$ cat config.mk
export PLATFORM = sky130hd
export DESIGN_NAME = axis_pow2_framer
export DESIGN_NICKNAME = d
export VERILOG_FILES = /design/src/rtl/axis_pow2_framer.sv
export SDC_FILE = /design/constraint.sdc
export NUM_CORES = 1
export LEC_CHECK = 0
export CAP_MARGIN = 15
export CORE_MARGIN = 1.5
export CORE_UTILIZATION = 35
export CTS_CLUSTER_DIAMETER = 150
export DETAILED_ROUTE_END_ITERATION = 12
export GPL_TIMING_DRIVEN = 0
export HOLD_SLACK_MARGIN = 0.05
export SLEW_MARGIN = 20
export SYNTH_ARGS = -nofsm -noshare
export SYNTH_HDL_FRONTEND = slang
export SYNTH_SLANG_ARGS = --single-unit
$ cat constraint.sdc
create_clock -name clk -period 5.2 [get_ports clk]
set_clock_uncertainty 0.05 [all_clocks]
set_input_delay 1.04 -clock clk [delete_from_list [all_inputs] [get_ports clk]]
set_output_delay 1.04 -clock clk [all_outputs]
set_load 0.03 [all_outputs]
$ cat src/rtl/axis_pow2_framer.sv
// AXI-Stream framer: asserts tlast on every 2^k-th beat. k is sampled and clamped at each packet start.
// The output side is a registered 2-entry skid buffer (output register plus skid register).
module axis_pow2_framer #(
  parameter int DATA_WIDTH     = 32,
  parameter int MIN_POWER_OF_2 = 5,
  parameter int MAX_POWER_OF_2 = 7,
  parameter int EXP_WIDTH      = 4,
  parameter int CNT_WIDTH      = 16
) (
  input  logic                  clk,
  input  logic                  rst,
  input  logic [EXP_WIDTH-1:0]  cfg_log2_len,
  input  logic [DATA_WIDTH-1:0] s_axis_tdata,
  input  logic                  s_axis_tvalid,
  output logic                  s_axis_tready,
  output logic [DATA_WIDTH-1:0] m_axis_tdata,
  output logic                  m_axis_tvalid,
  input  logic                  m_axis_tready,
  output logic                  m_axis_tlast,
  output logic [CNT_WIDTH-1:0]  pkt_count,
  output logic                  cfg_clamped
);

  localparam int CW = MAX_POWER_OF_2 + 1;

  typedef enum logic {IDLE, IN_PKT} state_t;

  state_t                state_reg;
  logic [EXP_WIDTH-1:0]  k_reg;
  logic [CW-1:0]         beat_cnt_reg;
  logic [DATA_WIDTH-1:0] out_data_reg, skid_data_reg;
  logic                  out_valid_reg, out_last_reg;
  logic                  skid_valid_reg, skid_last_reg;
  logic                  tready_reg;
  logic [CNT_WIDTH-1:0]  pkt_count_reg;
  logic                  clamped_reg;

  logic                  accept, send;
  logic                  cfg_low, cfg_high;
  logic [EXP_WIDTH-1:0]  k_sampled, k_cur;
  logic [CW-1:0]         pkt_len, cnt_next;
  logic                  in_last;
  logic                  out_load_new, out_load_skid, skid_load;
  logic                  out_valid_next, skid_valid_next;

  assign accept = s_axis_tvalid & tready_reg;
  assign send   = out_valid_reg & m_axis_tready;

  // Packet length: exponent from the live config at packet start, from the latched copy afterwards.
  always_comb begin
    cfg_low   = cfg_log2_len < EXP_WIDTH'(MIN_POWER_OF_2);
    cfg_high  = cfg_log2_len > EXP_WIDTH'(MAX_POWER_OF_2);
    k_sampled = cfg_log2_len;
    if (cfg_low)  k_sampled = EXP_WIDTH'(MIN_POWER_OF_2);
    if (cfg_high) k_sampled = EXP_WIDTH'(MAX_POWER_OF_2);
    k_cur    = (state_reg == IDLE) ? k_sampled : k_reg;
    pkt_len  = CW'(1) << k_cur;
    cnt_next = (state_reg == IDLE) ? CW'(1) : beat_cnt_reg + CW'(1);
    in_last  = (cnt_next == pkt_len);
  end

  // A new beat goes straight to the output register when it is free (or being freed with no skid
  // backlog); otherwise it parks in the skid register.
  always_comb begin
    out_load_new    = accept & (~out_valid_reg | (send & ~skid_valid_reg));
    out_load_skid   = send & skid_valid_reg;
    skid_load       = accept & ~out_load_new;
    out_valid_next  = out_load_new | out_load_skid | (out_valid_reg & ~send);
    skid_valid_next = skid_load | (skid_valid_reg & ~send);
  end

  always_ff @(posedge clk) begin
    if (rst) begin
      state_reg      <= IDLE;
      k_reg          <= '0;
      beat_cnt_reg   <= '0;
      out_data_reg   <= '0;
      out_last_reg   <= 1'b0;
      out_valid_reg  <= 1'b0;
      skid_data_reg  <= '0;
      skid_last_reg  <= 1'b0;
      skid_valid_reg <= 1'b0;
      tready_reg     <= 1'b0;
      pkt_count_reg  <= '0;
      clamped_reg    <= 1'b0;
    end else begin
      tready_reg     <= ~skid_valid_next;
      out_valid_reg  <= out_valid_next;
      skid_valid_reg <= skid_valid_next;

      if (out_load_skid) begin
        out_data_reg <= skid_data_reg;
        out_last_reg <= skid_last_reg;
      end else if (out_load_new) begin
        out_data_reg <= s_axis_tdata;
        out_last_reg <= in_last;
      end

      if (skid_load) begin
        skid_data_reg <= s_axis_tdata;
        skid_last_reg <= in_last;
      end

      if (accept) begin
        beat_cnt_reg <= in_last ? '0 : cnt_next;
        state_reg    <= in_last ? IDLE : IN_PKT;
        if (state_reg == IDLE) begin
          k_reg <= k_sampled;
          if (cfg_low | cfg_high) clamped_reg <= 1'b1;
        end
      end

      if (send & out_last_reg) pkt_count_reg <= pkt_count_reg + CNT_WIDTH'(1);
    end
  end

  assign s_axis_tready = tready_reg;
  assign m_axis_tdata  = out_data_reg;
  assign m_axis_tvalid = out_valid_reg;
  assign m_axis_tlast  = out_last_reg;
  assign pkt_count     = pkt_count_reg;
  assign cfg_clamped   = clamped_reg;

endmodule

# --- After elaboration in Yosys (flattened, before gate mapping) ---
# Index checks and enable logic that the tools add are counted.
word_totals:
  inputBits: 40
  latchBits: 0
  ramBits: 0
  regBits: 99
  romBits: 0
  mem_count: 0
  wordCells: 50
op_classes:
  bitwise: 20
  mux: 10
  reduce_logical: 2
  n_mul: 0
  eq_ne: 1
  magnitude_cmp: 2
  add_sub_neg: 2
  shift: 1
  n_div: 0
op_table:
  columns: ["operator", "n"]
  rows:
  - ["32-bit two-way mux", 2]
  - ["16-bit by 1-bit adder with 16-bit output, second input constant", 1]
  - ["8-bit two-way mux", 2]
  - ["4-bit two-way mux", 3]
  - ["1-bit AND", 9]
  - ["8-bit by 1-bit adder with 8-bit output, second input constant", 1]
  - ["8-bit == test", 1]
  - ["1-bit by 4-bit << shifter with 8-bit output, first input constant", 1]
  - ["1-bit NOT", 6]
  - ["1-bit bitwise OR", 5]
  - ["4-bit by 3-bit greater-than comparator with 1-bit output, second input constant", 1]
  - ["4-bit by 3-bit less-than comparator with 1-bit output, second input constant", 1]
  - ["1-bit two-way mux", 3]
  - ["3-bit AND reduction", 1]
  - ["2-bit nonzero test", 1]

# --- Logic depth before layout (Yosys ltp) ---
logic_depth:
  depth_word: 8
  depth_mapped: 9
  depth_no_buf: 8

# --- Worst setup path before layout ---
# OpenSTA, ideal clock, no wires.
synth_path:
  path_type: "in2reg"
  from: "input port cfg_log2_len[0]"
  to: "register beat_cnt_reg[3]"
  required_time_ps: 5033
  arrival_ps: 2478
  path_buffers: 0
  path_slack_ps: 2554
  path_stages: 7
  setup_time_ps: 117
  cell_sequence: "nand4bb_4 mux2i_4 nand3b_1 xor2_1 nor4_4 nand3_4 a32o_1"
synth_via:
  elab_chain_len: 7
  word_cells_on_any_way: 8
  cone_classes: "order compare (2); eq/ne (1); shift (1); mux (4)"
synth_rtl:
  columns: ["item", "line", "text"]
  rows:
  - ["start: declaration", "12", "input logic [EXP_WIDTH-1:0] cfg_log2_len,"]
  - ["4-bit by 3-bit less-than comparator with 1-bit output", "51", "cfg_low = cfg_log2_len < EXP_WIDTH'(MIN_POWER_OF_2);"]
  - ["4-bit two-way mux", "54", "if (cfg_low) k_sampled = EXP_WIDTH'(MIN_POWER_OF_2);"]
  - ["4-bit two-way mux (*)", "55", "if (cfg_high) k_sampled = EXP_WIDTH'(MAX_POWER_OF_2);"]
  - ["4-bit two-way mux (*)", null, null]
  - ["1-bit by 4-bit << shifter with 8-bit output (*)", "57", "pkt_len = CW'(1) << k_cur;"]
  - ["8-bit == test (*)", "59", "in_last = (cnt_next == pkt_len);"]
  - ["8-bit two-way mux (*)", "105", "beat_cnt_reg <= in_last ? '0 : cnt_next;"]
  - ["end signal: assignment", "105", null]
  - ["end: declaration", "30", "logic [CW-1:0] beat_cnt_reg;"]
# Every way passes the cells marked *; elsewhere a longest branch is shown, timed or not.
# A chain may end at the register's enable or synchronous reset.

# --- Worst setup path after layout ---
layout_path:
  from: "input port m_axis_tready"
  to: "register out_data_reg[6] (netlist: m_axis_tdata[6])"
layout_via:
  elab_chain_len: 5
  word_cells_on_any_way: 7
  cone_classes: "mux (1); bitwise (5); reduce/logical (1)"
layout_rtl:
  columns: ["item", "line", "text"]
  rows:
  - ["start: declaration", "18", "input logic m_axis_tready,"]
  - ["1-bit AND (*)", "47", "assign send = out_valid_reg & m_axis_tready;"]
  - ["1-bit AND", "65", "out_load_new = accept & (~out_valid_reg | (send & ~skid_valid_reg));"]
  - ["1-bit bitwise OR", "65", null]
  - ["1-bit AND", "65", null]
  - ["2-bit nonzero test (no source line)", null, null]
  - ["end signal: assignment", "92", "out_data_reg <= skid_data_reg;"]
  - ["end signal: assignment", "95", "out_data_reg <= s_axis_tdata;"]
  - ["end: declaration", "31", "logic [DATA_WIDTH-1:0] out_data_reg, skid_data_reg;"]
# Marked as above.

==> summary.md <==
| Metric | Value |
|---|---|
| Ports | 92 |
| Largest net degree at the start of global routing | 17 |
| Hold-fix buffers, CTS | 0 |
| Mapped cell area | 0.00422 mm2 |
| Max-Cap Viols | 0 |
| Top FF cell, synth | dfxtp_1 |
| CP Cell Sequence | clkdlybuf4s50_1, inv_1, o21ai_0, nor2b_1, clkbuf_1, clkbuf_1, a22oi_1, a21oi_1 |
| Initial antenna violation count | 0 |
| Post_cts resized | 0 |
| Compound-gate portion of the synthesized area | 20.6% |
| Simple-gate share of the synthesized area | 22.4% |
| Vias in the first global route | 3711 |
| Die area | 0.0127 mm2 |
| Nature of the critical path endpoint | register |
| Die X | 113 um |
| Final Slew Violations | 0 |
| Post-Synth Adder-Cell Area | less than 1% |
| CP Class | in -> reg |
| Clock latency at the later pin of the worst-skew pair | 0.34 ns |
| Avg Cell Area, Syn | 8.34 um2 |
| Fin crit period | 3.04 ns |
| Initial Utilization | 36.3% |
| Drt initial violations | 238 |
| CTS Buf Count | 9 |
| Power, Total | 1.68 mW |
| Number of I/O port buffers | 91 |
| Filler Cell Count | 1147 |
| Drt first pass iters | 4 |
| RSZ-0062 raised after global routing | no |
| Clock Path Buffers | 2 |
| Antenna Nets Post-Route | 0 |
| Worst hold path type | reg -> reg |
| Root buf cell | clkbuf_16 |
| Worst Path Max Fanout | 10 |
| CP max stage delay | about 0.53 ns |
| Area of the core | 0.0116 mm2 |
| Final setup viols | 0 |
| Crit-path most repeated cell | clkbuf_1 |
| Layout cells sized above 1 | roughly 4.7% |
| Status | completed |
| P&R area growth vs syn | 33.4% |
| Global route overflow | 0 |
| Post-synthesis mux area share | 1.27% |
| Post-Synth XOR/XNOR Area | 4.36% |
| Post-synth EDFFs | 0 |
| Peak supply drop | 0.258 mV |
| Global placer's final weighted congestion | 0.839 |
| Critical Path AT | 3.26 ns |
| Gate count of the mapped netlist | 506 |
| Worst slew pin tran | 0.635 ns |
| Routed WL | 10.8 mm |
| Nets | between 600 and 700 |
| Wire per inst | 14.2 um |
| Clk sink count | 99 |
| Setup_tns | 0 ns |
| Final core area utilization | 48.5% |
| Hold WS | 0.403 ns |
| DR vias/cell | ~5.2 |
| Reg clk slew, reported paths | 0.07 ns |
| Post-synthesis sequential area ratio | 46.9% |
| PnR worst setup slack | 2.16 ns |
| Synthesized flop and latch total | 99 |
| Htree depth | 3 |
| Tot GR Track Use | 17.4% |
| Largest cells by area after synthesis | dfxtp_1, nand2_1, a21oi_1 |
| Final hold vios | 0 |
| Mapped Nets | 548 |
| Req. time, crit path | 5.42 ns |
| Area share of the largest cell type after synthesis | 46.9% |
| FFs w/ async S/R, synth | 0% |
| Post-DP HPWL | approximately 8.0 mm |
| Count of cell types in the netlist | 50 |
| Post-route clock period utilization | 58.4% |
| CP max stage cell | clkdlybuf4s50_1 |
| Pleak | 1.86 nW |
| Startpoint Class | input pin |
| Largest family of logic cells by synthesized area | simple AND/OR/NAND/NOR gates |
| Slew headroom | 57.7% |
| Max Freq | approximately 330 MHz |
| Synth warn | 0 |
| Post-place setup slack | between 1.5 and 2 ns |
| First-pass GRT wire length | 17.9 mm |
| Num rows | 39 |
| DRC | 0 |
| # diodes | 0 |
| Post-CTS setup buffers | 0 |
| CTS tree | done |
| Cell taking the most area after synthesis | dfxtp_1 |
| Die Span Y | 113 um |
| Vias | 3926 |
| P per Cell Area | 299 mW/mm2 |
## where the power goes
| part | switching, mW | internal, mW |
|---|---|---|
| registers | 0.0137 | 0.777 |
| clock network | 0.284 | 0.422 |
| logic | 0.104 | 0.0801 |
| total | 0.402 | 1.28 |
## metrics by stage
stage / instances / area (um2)
2_1_floorplan: 506 / 4220
3_3_place_gp: 740 / 5310
3_5_place_dp: 740 / 5310
4_1_cts: 756 / 5630
5_1_grt: 756 / 5630
6_report: 756 / 5630
## Yosys cell counts, drive strengths merged (4+ instances only)
library cell    n
nand3           9
a21oi          77
nor3            9
nand2         111
and3            8
a22oi          33
o21ai           6
nor2           35
buf             4
a22o            4
clkbuf         31
xor2           12
nand4           8
dfxtp          99
xnor2           9
nor2b           4
a32o            4
## critical path, delay by kind of cell
family                 cells  cell delay [ns]
AOI/OAI and AO/OA          3             0.68
buffers and inverters      4             1.35
and+or+nand+nor            1             0.18
## layout make-up
class	instances	area [um2]	area share, %
buffer	35	151	2.69
clock buffer	10	229	4.07
clock inverter	6	90.1	1.60
inverter	3	11.3	0.200
multi-input combinational	369	2080	36.9
sequential	99	1980	35.2
tap	143	179	3.18
timing repair buffer	91	911	16.2
## kinds of logic after synthesis
group,Yosys count
buffers and inverters,38
flip-flops,99
AO/OA/AOI/OAI,140
AND/OR/NAND/NOR,202
adder cells (fa/ha/maj),2
XOR/XNOR,21
multiplexers,4
## placed cells by master, fill, tap and decap left out, types with 2 or more instances in the layout
cell type / instances
a211oi_1: 3
a21oi_1: 77
a22o_1: 4
a22oi_1: 33
a31oi_1: 2
a32o_1: 4
and2_1: 3
and3_1: 8
buf_6: 2
bufinv_16: 2
clkbuf_1: 32
clkbuf_16: 9
clkdlybuf4s50_1: 91
clkinv_4: 2
dfxtp_1: 99
ha_1: 2
inv_1: 3
mux2i_1: 2
nand2_1: 111
nand2b_1: 3
nand3_1: 7
nand3b_1: 2
nand4_1: 8
nor2_1: 35
nor2b_1: 4
nor3_1: 9
nor3b_1: 2
o21ai_0: 5
o311ai_1: 2
or3_1: 2
xnor2_1: 9
xor2_1: 12
## per-layer routing
metal  vias up  global-route usage (%)  wire length [um]
li1       1975                       -                 -
met1      1846                    22.6              5080
met2        98                    27.8              4880
met3         7                    5.95               713
met4         0                    4.22                85
met5         -                       0                 0
## worst paths after layout
kind                         start          endpoint  slack, ns  cells after the start
setup reg to reg   beat_cnt_reg[0]   beat_cnt_reg[3]       2.70                      9
hold reg to reg   skid_data_reg[9]  skid_data_reg[9]       0.40                      2
setup / recovery     m_axis_tready   m_axis_tdata[6]       2.16                      8
hold / removal    skid_data_reg[9]  skid_data_reg[9]       0.40                      2
No activity file was read; power rests on OpenSTA's default activity.
